==> config.mk <==
export PLATFORM = sky130hd
export DESIGN_NAME = bck_div_sync_flat
export DESIGN_NICKNAME = d
export VERILOG_FILES = /design/src/rtl/bck_div_sync_if.sv /design/src/rtl/bck_div_sync.sv /design/src/flat_wrapper.sv
export SDC_FILE = /design/constraint.sdc
export NUM_CORES = 1
export LEC_CHECK = 0
export CORE_MARGIN = 2
export CORE_UTILIZATION = 55
export CTS_CLUSTER_SIZE = 10
export DETAILED_ROUTE_END_ITERATION = 12
export GPL_TIMING_DRIVEN = 0
export PLACE_DENSITY_LB_ADDON = 0.08
export SLEW_MARGIN = 20
export SYNTH_ARGS = -nofsm -noshare
export SYNTH_HDL_FRONTEND = slang
export SYNTH_SLANG_ARGS = --single-unit
==> constraint.sdc <==
create_clock -name bck -period 5 [get_ports bck]
set_input_delay 1 -clock bck [delete_from_list [all_inputs] [get_ports bck]]
set_output_delay 1 -clock bck [all_outputs]
set_load 0.01 [all_outputs]
==> src/rtl/bck_div_sync_if.sv <==
// Control/status bundle for bck_div_sync: the source drives enable/lrck/div_half,
// the divider returns the divided clock and lock status. frame_len exists only with BCKDIV_FRAME_MEAS_EN.
interface bck_div_sync_if #(
  parameter int DIV_W = 4
`ifdef BCKDIV_FRAME_MEAS_EN
  ,
  parameter int FRAME_W = 8
`endif
);
  logic             enable;
  logic             lrck;
  logic [DIV_W-1:0] div_half;
  logic             clk_out;
  logic             clk_rise;
  logic             locked;
  logic             slip;
`ifdef BCKDIV_FRAME_MEAS_EN
  logic [FRAME_W-1:0] frame_len;

  modport master (output enable, lrck, div_half,
                  input  clk_out, clk_rise, locked, slip, frame_len);
  modport slave  (input  enable, lrck, div_half,
                  output clk_out, clk_rise, locked, slip, frame_len);
`else
  modport master (output enable, lrck, div_half,
                  input  clk_out, clk_rise, locked, slip);
  modport slave  (input  enable, lrck, div_half,
                  output clk_out, clk_rise, locked, slip);
`endif
endinterface

==> src/rtl/bck_div_sync.sv <==
// Bit-clock divider re-phased to lrck, with frame-alignment lock/slip tracking.
// Optional frame length measurement via `define BCKDIV_FRAME_MEAS_EN. All state moves on falling bck.
module bck_div_sync #(
  parameter int DIV_W      = 4,
`ifdef BCKDIV_FRAME_MEAS_EN
  parameter int FRAME_W    = 8,
`endif
  parameter bit BOTH_EDGES = 1'b1
) (
  input  logic          bck,
  input  logic          rst,
  bck_div_sync_if.slave bus
);

  typedef enum logic [1:0] {IDLE, ACQ, TRACK, LOCK} state_t;

  state_t           state_q, state_d;
  logic [DIV_W-1:0] cnt_q, cnt_d;
  logic [DIV_W-1:0] h_act_q, h_act_d;
  logic             clk_out_q, clk_out_d;
  logic             clk_rise_q, clk_rise_d;
  logic             locked_q, locked_d;
  logic             slip_q, slip_d;
  logic             lrck_prev_q, lrck_prev_d;

  logic [DIV_W-1:0] h_in;
  logic             lr_edge;
  logic             wrap;
  logic             aligned;

  always_comb begin
    h_in    = (bus.div_half == '0) ? DIV_W'(1) : bus.div_half;
    lr_edge = BOTH_EDGES ? (bus.lrck ^ lrck_prev_q) : (bus.lrck & ~lrck_prev_q);
    wrap    = (cnt_q == h_act_q - DIV_W'(1));
    // a frame edge is aligned only when it closes a complete high-low output period
    aligned = lr_edge & wrap & clk_out_q;
  end

  always_comb begin
    state_d     = state_q;
    cnt_d       = cnt_q;
    h_act_d     = h_act_q;
    clk_out_d   = clk_out_q;
    locked_d    = locked_q;
    slip_d      = 1'b0;
    lrck_prev_d = bus.lrck;

    if (!bus.enable || state_q == IDLE) begin
      state_d   = bus.enable ? ACQ : IDLE;
      cnt_d     = '0;
      clk_out_d = 1'b0;
      locked_d  = 1'b0;
      h_act_d   = h_in;
    end else if (lr_edge) begin
      cnt_d     = '0;
      clk_out_d = 1'b0;
      h_act_d   = h_in;
      unique case (state_q)
        ACQ:   state_d = TRACK;
        TRACK: if (aligned) begin
                 state_d  = LOCK;
                 locked_d = 1'b1;
               end
        LOCK:  if (!aligned) begin
                 state_d  = TRACK;
                 locked_d = 1'b0;
                 slip_d   = 1'b1;
               end
        default: state_d = IDLE;
      endcase
    end else if (wrap) begin
      // div_half changes take effect only at half-period boundaries
      cnt_d     = '0;
      clk_out_d = ~clk_out_q;
      h_act_d   = h_in;
    end else begin
      cnt_d = cnt_q + DIV_W'(1);
    end

    clk_rise_d = clk_out_d & ~clk_out_q;
  end

  always_ff @(negedge bck) begin
    if (rst) begin
      state_q     <= IDLE;
      cnt_q       <= '0;
      h_act_q     <= DIV_W'(1);
      clk_out_q   <= 1'b0;
      clk_rise_q  <= 1'b0;
      locked_q    <= 1'b0;
      slip_q      <= 1'b0;
      lrck_prev_q <= 1'b0;
    end else begin
      state_q     <= state_d;
      cnt_q       <= cnt_d;
      h_act_q     <= h_act_d;
      clk_out_q   <= clk_out_d;
      clk_rise_q  <= clk_rise_d;
      locked_q    <= locked_d;
      slip_q      <= slip_d;
      lrck_prev_q <= lrck_prev_d;
    end
  end

  assign bus.clk_out  = clk_out_q;
  assign bus.clk_rise = clk_rise_q;
  assign bus.locked   = locked_q;
  assign bus.slip     = slip_q;

`ifdef BCKDIV_FRAME_MEAS_EN
  logic [FRAME_W-1:0] fcnt_q, fcnt_d;
  logic [FRAME_W-1:0] frame_len_q, frame_len_d;
  logic [FRAME_W-1:0] fcnt_inc;

  always_comb begin
    fcnt_inc    = (fcnt_q == '1) ? fcnt_q : fcnt_q + FRAME_W'(1);
    fcnt_d      = fcnt_q;
    frame_len_d = frame_len_q;
    if (!bus.enable || state_q == IDLE) begin
      fcnt_d = '0;
    end else if (lr_edge) begin
      // the edge cycle itself closes the frame, hence the +1
      frame_len_d = fcnt_inc;
      fcnt_d      = '0;
    end else begin
      fcnt_d = fcnt_inc;
    end
  end

  always_ff @(negedge bck) begin
    if (rst) begin
      fcnt_q      <= '0;
      frame_len_q <= '0;
    end else begin
      fcnt_q      <= fcnt_d;
      frame_len_q <= frame_len_d;
    end
  end

  assign bus.frame_len = frame_len_q;
`endif

endmodule

==> src/flat_wrapper.sv <==
// flat-port wrapper written by rule: the top's interface ports become plain ports
module bck_div_sync_flat 
#(
  parameter int DIV_W      = 4,

  parameter bit BOTH_EDGES = 1'b1
)
  (bck, rst, bus_enable, bus_lrck, bus_div_half, bus_clk_out, bus_clk_rise, bus_locked, bus_slip);
  bck_div_sync_if #(.DIV_W(DIV_W)) bus_i ();
  input  logic bck;
  input  logic rst;
  input wire logic [$bits(bus_i.enable)-1:0] bus_enable;
  input wire logic [$bits(bus_i.lrck)-1:0] bus_lrck;
  input wire logic [$bits(bus_i.div_half)-1:0] bus_div_half;
  output wire logic [$bits(bus_i.clk_out)-1:0] bus_clk_out;
  output wire logic [$bits(bus_i.clk_rise)-1:0] bus_clk_rise;
  output wire logic [$bits(bus_i.locked)-1:0] bus_locked;
  output wire logic [$bits(bus_i.slip)-1:0] bus_slip;
  assign bus_i.enable = bus_enable;
  assign bus_i.lrck = bus_lrck;
  assign bus_i.div_half = bus_div_half;
  assign bus_clk_out = bus_i.clk_out;
  assign bus_clk_rise = bus_i.clk_rise;
  assign bus_locked = bus_i.locked;
  assign bus_slip = bus_i.slip;
  bck_div_sync #(.DIV_W(DIV_W), .BOTH_EDGES(BOTH_EDGES)) u_core (.bck(bck), .rst(rst), .bus(bus_i));
endmodule
; Word-level counts from Yosys, hierarchy flattened
; Cells that the tools add are included.
[totals]
reg_bits = 15
inputBits = 8
out_inout_bits = 4
wordCells = 54
[op_classes]
add_sub_neg = 2
eq_ne = 8
mux = 17
bitwise = 7
n_reduce_logical = 12
[ops]
columns = cell, count
row1 = $mux 4, 4
row2 = $mux 2, 4
row3 = $reduce_or 4->1, 2
row4 = $mux 1, 7
row5 = $pmux 2 s3, 1
row6 = $add 4x1->4 const B, 1
row7 = $eq 2x2->1 const B, 2
row8 = $eq 4x4->1, 1
row9 = $logic_not 4->1, 1
row10 = $reduce_and 4->1, 1
row11 = $reduce_bool 2->1, 2
row12 = $sub 4x1->4 const B, 1
row13 = $and 1x1->1, 3
row14 = $ne 3x1->1 const B, 1
row15 = $ne 3x3->1 const B, 1
row16 = $not 1->1, 3
row17 = $reduce_and 3->1, 1
row18 = $reduce_bool 3->1, 1
row19 = $eq 2x1->1 const B, 1
row20 = $logic_not 2->1, 1
row21 = $ne 2x1->1 const B, 1
row22 = $ne 2x2->1 const B, 1
row23 = $pmux 1 s2, 1
row24 = $reduce_or 2->1, 1
row25 = 3 further kinds, 3

; Depth between registers and ports, before layout
[depth]
word_depth = 8
ltp_mapped = 7
depth_no_buf = 6

==> qor.txt <==
Site Rows = 13
Initial core utilization = 60.2%
Total Neg Setup Slack = 0 ns
Peak supply drop = 0.228 mV
Number of storage elements in the synthesis netlist = 15
Number of buffers added for setup after CTS = 0
Critical Path Start Type = flip-flop
Data arrival time of the worst path = 3.76 ns
Fraction of post-synthesis cell area in the top cell type by area = 37.4%
Hold-fix buffer count after cts = 0
Critical Path End Type = output pin
Slowest-stage cell, CP = clkdlybuf4s50_1
IO Pins = 12
Leakage power = 0.429 nW
Setup slack, reg-to-reg = 3.18 ns
Vias in the first global route = 671
Worst slew pin tran = 0.576 ns
Height of the die = 42.2 um
Layout cells sized above 1 = 10.6%
MaxCap Viol Count = 0
Buffer depth of the longest clock path = 2
Status = finished clean
TritonCTS sink count = 15
Worst Path Required = 4.00 ns
Most instantiated flip-flop cell in the synthesis netlist = dfxtp_1
Largest cells by area after synthesis = dfxtp_1, nand2b_1, xor2_1
Ys Warns = 0
Net Count, Synth = 94
Worst-path clk slew = 0.04 ns
PD cells = 324 nW/um2
Final antenna-violating net count = 0
TritonCTS Buffers = 3
Number of diodes = 0
Sequential Area = 300 um2
First-pass GRT wire length = 2460 um
Max Slew Vio Count = 0
Worst hold path class = reg -> reg
Critical setup path kind = reg -> out
CTS root buffer = clkbuf_4
Number of flops mapped to enable cells by yosys = 0
Final hold violations = 0
Mapped Cells = 84
Critical Path, Cell by Cell = clkdlybuf4s50_1
Iteration-0 DRC count of the detailed router = 14
Clock latency of the later-clocked register in the worst-skew pair = 0.35 ns
Max FO, Critical Path = 5
Area of the core region = 1330 um2
Global-route usage over all layers = 17.7%
RePlAce Congestion = 0.847
IO Port Bufs = 11
Number of failing setup endpoints in the final timing report = 0
Clock tree from TritonCTS = done
Maximum number of pins on one net before global-route repair = 11
Total routed wirelength = 1410 um
Layout Cells excl Fill = 128
Sequential share of the synthesized area = 37.4%
Number of inserted filler cells in the final layout = 100
Die area = 1780 um2
Placed instance area = 932 um2
Netlist area before placement = 803 um2
Half-perimeter wire length after placement = 1010 um
Post-cts repair resize count = 0
Horizontal extent of the die = 42.2 um
Normalized max-slew margin = 61.5%
Avg Cell Area, Syn = 9.56 um2
Longest individual stage delay on the worst path = 0.55 ns
Distinct cell type count after synthesis = 34
Number of DRC violations after detailed routing = 0
Setup repair after global routing missed its margin = false
Dominant cell by count in the synthesized netlist = dfxtp_1
Cell family with the largest share of critical-path delay = buffers and inverters
Initial antenna violation count = 0
Most frequent cells after synthesis = dfxtp_1, nor2_1, nand2b_1
Final worst hold slack = 0.480 ns
Asr flop ratio synth = 0%
Total iterations of the first detailed-routing run = 4
CP Buf/Inv Count = 1
Leftover overflow at the end of global routing = 0
Synth-to-layout area growth = 29.1%
Cell type contributing the most total cell area after synthesis = dfxtp_1
Average wire per cell in the routed design = 11.0 um
Design Area, Final = 1040 um2
Footprint of the multi-input gates = 475 um2
Net total in the final layout = 124
Fin Clk Skew = 0.0185 ns
Max H-tree Level = 1
Placed cell count = 110
Mean number of vias per cell = 5.35
Total number of vias = 685
-- logic make-up (layout without fill, tap and decap cells) --
family                   after synthesis  after routing  synth area share [%]
AO/OA/AOI/OAI                         12             12                  12.6
XOR/XNOR                              11             11                  14.6
adder cells (fa/ha/maj)                2              2                  3.11
buffers and inverters                  7             36                  3.43
flip-flops                            15             15                  37.4
multiplexers                           4              4                  4.98
AND/OR/NAND/NOR                       33             33                  23.8
-- registers in the layout, summed over array words and instances (netlist names) --
signal and flops:
u_core.bus.clk_out 1, u_core.bus.clk_rise 1, u_core.bus.locked 1, u_core.bus.slip 1, u_core.cnt_q 4, u_core.h_act_q 4, u_core.lrck_prev_q 1, u_core.state_q 2
-- per-layer routing --
metal	track usage [%]	vias up	part of all wire (%)
met5	0	-	0
met3	7.33	2	4.5
li1	-	352	-
met1	17.3	314	44
met4	13.8	0	1.0
met2	29.2	17	51
-- layout by cell type (no fill, tap or decap), drive strengths merged --
master         count
a311oi             1
xnor2              5
and2               2
or4                1
a31o               1
o21ai              1
mux2i              4
or2b               1
nor2               8
clkdlybuf4s50     11
nand4              2
o31ai              1
bufinv             1
clkbuf             4
inv               19
nor3b              1
xnor3              1
buf                1
nor3               4
xor2               5
a41oi              2
nand2              1
nor2b              2
nand3              3
nand2b             7
or3                1
a2111oi            1
o31a               1
a21oi              3
a31oi              1
ha                 2
dfxtp             15
-- layout make-up --
type / instances / area share [%]
plain buffers: 2 / 0.844
clock buffers: 3 / 2.17
clock inverters: 16 / 8.32
inverters: 4 / 1.45
multi-input cells: 62 / 45.8
flip-flops and latches: 15 / 29.0
well taps: 15 / 1.81
repair buffers: 11 / 10.6
-- per-stage QoR --
step / total power [mW] / setup slack (ns) / utilization, %
after floorplan: 0.178 / 0.492 / -
after global placement: 0.190 / -0.0593 / 69.9
after detailed placement: 0.190 / -0.0637 / 69.9
after CTS: 0.342 / 0.222 / 77.8
after global routing: 0.356 / 0.162 / 77.8
final: 0.336 / 0.241 / 77.8
-- final timing paths --
check                       end  depth (start not counted)                from
max                 bus_clk_out                          1  u_core.bus.clk_out
min             u_core.cnt_q[0]                          1     u_core.cnt_q[0]
max reg2reg  u_core.bus.clk_out                          6   u_core.h_act_q[0]
min reg2reg     u_core.cnt_q[0]                          1     u_core.cnt_q[0]
-- report_power, final --
part           switching [mW]  internal, mW  total (mW)
Combinational          0.0203        0.0204      0.0407
Sequential            0.00492         0.124       0.129
Clock                  0.0696        0.0963       0.166
No activity file was read; power rests on OpenSTA's default activity.
